File: src/rtl/wieg_strategie_pkg.sv
// Shared types and constants for the rocking-strategy controller.
// State encoding, field widths and the alarm stress threshold live here.
package wieg_strategie_pkg;

    localparam int STAND_W  = 3;
    localparam int STATUS_W = 3;

    localparam logic [STATUS_W-1:0] ALARM_LEVEL = 3'd6;

    typedef enum logic [1:0] {
        RUST     = 2'd0,
        WIEGEN   = 2'd1,
        KALMEREN = 2'd2,
        ALARM    = 2'd3
    } state_t;

    // Counter width large enough to hold the larger of two tick limits, plus one bit.
    function automatic int cnt_width(input int a, input int b);
        int m;
        m = (a > b) ? a : b;
        return $clog2(m) + 1;
    endfunction

endpackage

File: src/rtl/wieg_strategie_tick_teller.sv
// Saturating tick counter with enable, clear and increment.
// Clear together with increment loads 1, which restarts counting from this tick.
module tick_teller #(
    parameter int CNT_W   = 4,
    parameter int SAT_VAL = 8
) (
    input  logic             clk,
    input  logic             reset,
    input  logic             i_en,
    input  logic             i_clr,
    input  logic             i_inc,
    output logic [CNT_W-1:0] o_cnt,
    output logic [CNT_W-1:0] o_cnt_inc
);

    localparam logic [CNT_W-1:0] SAT_L = CNT_W'(SAT_VAL);
    localparam logic [CNT_W-1:0] ONE_L = CNT_W'(1);

    logic [CNT_W-1:0] r_cnt;

    // Value the counter would take on an increment; never passes SAT_VAL.
    assign o_cnt_inc = (r_cnt >= SAT_L) ? SAT_L : (r_cnt + ONE_L);
    assign o_cnt     = r_cnt;

    always_ff @(posedge clk) begin
        if (reset) begin
            r_cnt <= '0;
        end else if (i_en) begin
            if (i_clr) begin
                r_cnt <= i_inc ? ONE_L : '0;
            end else if (i_inc) begin
                r_cnt <= o_cnt_inc;
            end
        end
    end

endmodule

File: src/rtl/wieg_strategie.sv
// Rocking-strategy controller: escalates rocking intensity while stress stays flat,
// winds down after a calm period, and raises an alarm when maximum rocking does not help.
module wieg_strategie
    import wieg_strategie_pkg::*;
#(
    parameter int MAX_STAND  = 7,
    parameter int WAIT_TICKS = 4,
    parameter int CALM_TICKS = 8
) (
    input  logic                clk,
    input  logic                reset,
    input  logic                tick,
    input  logic [STATUS_W-1:0] status,
    input  logic                gedaald,
    input  logic                gelijk,
    output logic [STAND_W-1:0]  stand,
    output logic                actief,
    output logic                wissel,
    output logic                alarm
);

    localparam int CNT_W = cnt_width(WAIT_TICKS, CALM_TICKS);

    localparam logic [CNT_W-1:0]   WAIT_L = CNT_W'(WAIT_TICKS);
    localparam logic [CNT_W-1:0]   CALM_L = CNT_W'(CALM_TICKS);
    localparam logic [STAND_W-1:0] MAX_L  = STAND_W'(MAX_STAND);
    localparam logic [STAND_W-1:0] ONE_S  = STAND_W'(1);

    state_t             r_state;
    logic [STAND_W-1:0] r_stand;
    logic               r_actief;
    logic               r_wissel;
    logic               r_alarm;

    logic               w_calm_in;
    logic               w_wait_clr;
    logic               w_wait_inc;
    logic               w_calm_clr;
    logic               w_calm_inc;
    logic [CNT_W-1:0]   w_wait_cnt;
    logic [CNT_W-1:0]   w_wait_nxt;
    logic [CNT_W-1:0]   w_calm_cnt;
    logic [CNT_W-1:0]   w_calm_nxt;

    assign w_calm_in = (status == '0);

    tick_teller #(
        .CNT_W   (CNT_W),
        .SAT_VAL (WAIT_TICKS)
    ) u_wait_cnt (
        .clk       (clk),
        .reset     (reset),
        .i_en      (tick),
        .i_clr     (w_wait_clr),
        .i_inc     (w_wait_inc),
        .o_cnt     (w_wait_cnt),
        .o_cnt_inc (w_wait_nxt)
    );

    tick_teller #(
        .CNT_W   (CNT_W),
        .SAT_VAL (CALM_TICKS)
    ) u_calm_cnt (
        .clk       (clk),
        .reset     (reset),
        .i_en      (tick),
        .i_clr     (w_calm_clr),
        .i_inc     (w_calm_inc),
        .o_cnt     (w_calm_cnt),
        .o_cnt_inc (w_calm_nxt)
    );

    // Counter commands for the current state; only take effect on a tick.
    always_comb begin
        w_wait_clr = 1'b0;
        w_wait_inc = 1'b0;
        w_calm_clr = 1'b0;
        w_calm_inc = 1'b0;
        case (r_state)
            RUST: begin
                if (!w_calm_in) begin
                    w_wait_clr = 1'b1;
                end
            end
            WIEGEN: begin
                if (w_calm_in) begin
                    w_calm_clr = 1'b1;
                    w_calm_inc = 1'b1;
                end else if (gedaald) begin
                    w_wait_clr = 1'b1;
                end else if (gelijk) begin
                    if (w_wait_nxt >= WAIT_L &&
                        (r_stand < MAX_L || status >= ALARM_LEVEL)) begin
                        w_wait_clr = 1'b1;
                    end else begin
                        w_wait_inc = 1'b1;
                    end
                end else begin
                    w_wait_clr = 1'b1;
                end
            end
            KALMEREN: begin
                if (w_calm_in) begin
                    if (w_calm_nxt >= CALM_L) begin
                        w_calm_clr = 1'b1;
                    end else begin
                        w_calm_inc = 1'b1;
                    end
                end else begin
                    w_calm_clr = 1'b1;
                    w_wait_clr = 1'b1;
                end
            end
            ALARM: begin
                if (w_calm_in) begin
                    w_calm_clr = 1'b1;
                    w_calm_inc = 1'b1;
                end else if (gedaald) begin
                    w_wait_clr = 1'b1;
                end
            end
            default: begin
                w_wait_clr = 1'b1;
                w_calm_clr = 1'b1;
            end
        endcase
    end

    always_ff @(posedge clk) begin
        if (reset) begin
            r_state  <= RUST;
            r_stand  <= '0;
            r_actief <= 1'b0;
            r_wissel <= 1'b0;
            r_alarm  <= 1'b0;
        end else begin
            r_wissel <= 1'b0;
            if (tick) begin
                case (r_state)
                    RUST: begin
                        if (!w_calm_in) begin
                            r_state  <= WIEGEN;
                            r_stand  <= ONE_S;
                            r_wissel <= (r_stand != ONE_S);
                            r_actief <= 1'b1;
                        end
                    end
                    WIEGEN: begin
                        if (w_calm_in) begin
                            r_state <= KALMEREN;
                        end else if (!gedaald && gelijk && w_wait_nxt >= WAIT_L) begin
                            if (r_stand < MAX_L) begin
                                r_stand  <= r_stand + ONE_S;
                                r_wissel <= 1'b1;
                            end else if (status >= ALARM_LEVEL) begin
                                r_state <= ALARM;
                                r_alarm <= 1'b1;
                            end
                        end
                    end
                    KALMEREN: begin
                        if (w_calm_in) begin
                            if (w_calm_nxt >= CALM_L) begin
                                r_state  <= RUST;
                                r_stand  <= '0;
                                r_wissel <= (r_stand != '0);
                                r_actief <= 1'b0;
                            end
                        end else begin
                            r_state <= WIEGEN;
                        end
                    end
                    ALARM: begin
                        if (w_calm_in) begin
                            r_state <= KALMEREN;
                            r_alarm <= 1'b0;
                        end else if (gedaald) begin
                            r_state <= WIEGEN;
                            r_alarm <= 1'b0;
                        end
                    end
                    default: begin
                        r_state  <= RUST;
                        r_stand  <= '0;
                        r_actief <= 1'b0;
                        r_alarm  <= 1'b0;
                    end
                endcase
            end
        end
    end

    assign stand  = r_stand;
    assign actief = r_actief;
    assign wissel = r_wissel;
    assign alarm  = r_alarm;

endmodule
File: config.mk
export PLATFORM = sky130hd
export DESIGN_NAME = wieg_strategie
export DESIGN_NICKNAME = d
export VERILOG_FILES = /design/src/rtl/wieg_strategie_pkg.sv /design/src/rtl/wieg_strategie_tick_teller.sv /design/src/rtl/wieg_strategie.sv
export SDC_FILE = /design/constraint.sdc
export NUM_CORES = 1
export LEC_CHECK = 0
export BUFFER_PORTS_ARGS = -buffer_cell sky130_fd_sc_hd__buf_2
export CORE_ASPECT_RATIO = 0.5
export CORE_MARGIN = 2
export CORE_UTILIZATION = 30
export DETAILED_ROUTE_END_ITERATION = 8
export HOLD_SLACK_MARGIN = 0.05
export PLACE_DENSITY_LB_ADDON = 0.1
export SYNTH_ARGS = -nofsm -noshare
export SYNTH_HDL_FRONTEND = slang
export SYNTH_SLANG_ARGS = --single-unit
File: constraint.sdc
create_clock -name clk -period 3.3 [get_ports clk]
set_input_delay 0.165 -clock clk [delete_from_list [all_inputs] [get_ports clk]]
set_output_delay 0.165 -clock clk [all_outputs]
set_load 0.05 [all_outputs]
==> impl_metrics.tcl <==
set metrics [dict create \
    finalSetupViolCount 0 \
    synth.avg_cell_area_um2 8.30 \
    cts.clk_slew.worst_paths_ps 70 \
    die_w_um 93.9 \
    synth.area.top_cells "dfxtp_1, ha_1, a21oi_1, nor2b_1, inv_1" \
    synthArstFlopShare 0 \
    finalCritPeriodShare 0.617 \
    r2r_slack_ps 1260 \
    dieArea_mm2 0.00459 \
    hold_start "reset" \
    fin_nets 177 \
    routed_wl_mm 3.21 \
    slew_violations 0 \
    antenna_found_initial 0 \
    synth_top_area_frac 0.264 \
    start_util 0.312 \
    cts.sinks 16 \
    ys_types 49 \
    fp-row-count 16 \
    numPortBuffers 13 \
    power_leakage_nw 0.524 \
    end_kind "register" \
    holdWs_ps 247 \
    place.gp.congestion 0.809 \
    grt.overflow.total 0 \
    synth_edf_count 0 \
    worstPathArrival_ps 2180 \
    fin_util 0.355 \
    grt_usage 0.147 \
    p_per_area_mw_per_mm2 386 \
    holdCritPathClass "input port to register" \
    first_pass_iters 4 \
    drive_gt1_frac 0.152 \
    cp-start-kind "register" \
    fmax_mhz 491 \
    root_buffer "clkbuf_8" \
    detail-route-antenna-nets 0 \
    hold_viol 0 \
    ctsHoldBuffers 0 \
    first_global_vias 1015 \
    netlist_area_mm2 0.00121 \
    cap_violations 0 \
    clock_latency_ps 260 \
    synth_top_cell_by_area "dfxtp_1" \
    cp.required_ps 3450 \
    drt_iter0_drc 56 \
    ys_top_cells_by_count "dfxtp_1, inv_1, a21oi_1, ha_1, nor2b_1" \
    ys_seq_elements 16 \
    cp_max_fo 14 \
    timing.setup.tns_ps 0 \
    cts_buffers 3 \
    diodes 0 \
    grt_pass1_wl_mm 5.22 \
    dp_hpwl_mm 2.36 \
    status "completed" \
    synthCells 146 \
    fin_crit_ps 2040 \
    critPathLaunch "r_state[0]" \
    wl_per_cell_um 15.2 \
    synth.most_common_cell "dfxtp_1" \
    slowest_stage "or4b_1" \
    grt_setup_unrepaired "no" \
    cp_slowest_stage_delay_ps 510 \
    syn_nets 164 \
    postCtsSetupBuffers 0 \
    vias 1149 \
    ys_warn_count 0 \
    core-area_mm2 0.00388 \
    synth_flop_cell "dfxtp_1" \
    syn_to_final_growth_pct 13.8 \
    clockBufferDepth 2 \
    fin_skew_ps 2.58 \
    drc 0 \
    worstReg2RegStart "r_state[0]" \
    viasPerCell 5.42 \
    worstMarginPinSlew_ps 635 \
    maxSlewHeadroom 0.575 \
    h-tree-depth 1 \
    ios 14 \
    grt_max_degree 16 \
    die_h_um 48.9 \
    ys_seq_area_frac 0.264 \
    cts_tree "done" \
    ctsResizeCount 0 \
    ir_drop_mv 0.136 \
    worstPathCellList "inv_1, ha_1, or4b_1, o2111ai_1, a21oi_1, mux2i_1" \
    worstSetupPathType "register to register" \
]
-- critical path, delay by kind of cell, from the launching register on --
kind | cells | cell delay [ps]
and+or+nand+nor | 1 | 510
adders and majority gates | 1 | 450
buffers and inverters | 1 | 120
DFF | 1 | 370
AOI/OAI and AO/OA | 2 | 330
muxes | 1 | 130
-- through the flow --
step	total power, W	instances	area [um2]	worst slack [ps]
floorplan	0.000316	146	1210	1340
global placement	0.000354	208	1320	1330
detailed placement	0.000351	208	1320	1310
CTS	0.000541	212	1380	1280
global route	0.000566	212	1380	1150
finish	0.000533	212	1380	1260
-- final timing paths --
kind,endpoint,cells past startpoint
setup reg to reg,stand[1],6
hold / removal,u_calm_cnt.o_cnt[1],2
setup / recovery,stand[1],6
hold reg to reg,alarm,2
-- power by group --
part | leakage (nW) | switching, W | internal, W
registers | 0.130 | 0.0000106 | 0.000201
clock network | 0.0288 | 0.0000778 | 0.000106
logic | 0.366 | 0.0000883 | 0.0000485
-- kinds of logic (layout without fill, tap and decap cells) --
kind of cell | Yosys count | count (layout) | share of synthesized area
DFF | 16 | 16 | 0.264
AOI/OAI and AO/OA | 44 | 44 | 0.273
and+or+nand+nor | 58 | 58 | 0.291
buffers and inverters | 16 | 28 | 0.0506
muxes | 2 | 2 | 0.0176
adders and majority gates | 10 | 10 | 0.103
-- sequential cells by signal, summed over array words and instances (netlist names) --
register	flops
u_wait_cnt.o_cnt	4
stand	3
u_calm_cnt.o_cnt	4
actief	1
r_state	2
alarm	1
wissel	1
-- metal layers --
metal	track usage	vias to the layer above	part of all wire
li1	-	588	-
met1	0.227	537	0.53
met4	0.0362	0	0.0059
met5	0	-	0
met2	0.193	22	0.41
met3	0.0464	2	0.059
-- cell usage in the layout (no fill, tap or decap), types with 2 or more instances in the layout --
| master | count |
|---|---|
| o41a_1 | 2 |
| o21ai_0 | 3 |
| nand2b_1 | 5 |
| nor2_1 | 6 |
| o31ai_1 | 3 |
| inv_1 | 11 |
| or3_1 | 4 |
| a2111oi_0 | 3 |
| nor3_1 | 3 |
| nor2b_1 | 8 |
| nand2_1 | 5 |
| and3_1 | 2 |
| o2111ai_1 | 2 |
| a31oi_1 | 3 |
| a211o_1 | 2 |
| ha_1 | 10 |
| buf_2 | 13 |
| a211oi_1 | 4 |
| a21oi_1 | 10 |
| nand4_1 | 6 |
| clkbuf_8 | 4 |
| dfxtp_1 | 16 |
| nand3_1 | 7 |
-- final cells by class --
cell class	instances	area, um2
Timing Repair Buffer	13	65.1
Inverter	11	41.3
Sequential cell	16	320
Clock buffer	4	55.1
Fill cell	428	2500
Tap cell	54	67.6
Multi-Input combinational cell	114	830
No activity file was read; power rests on OpenSTA's default activity.
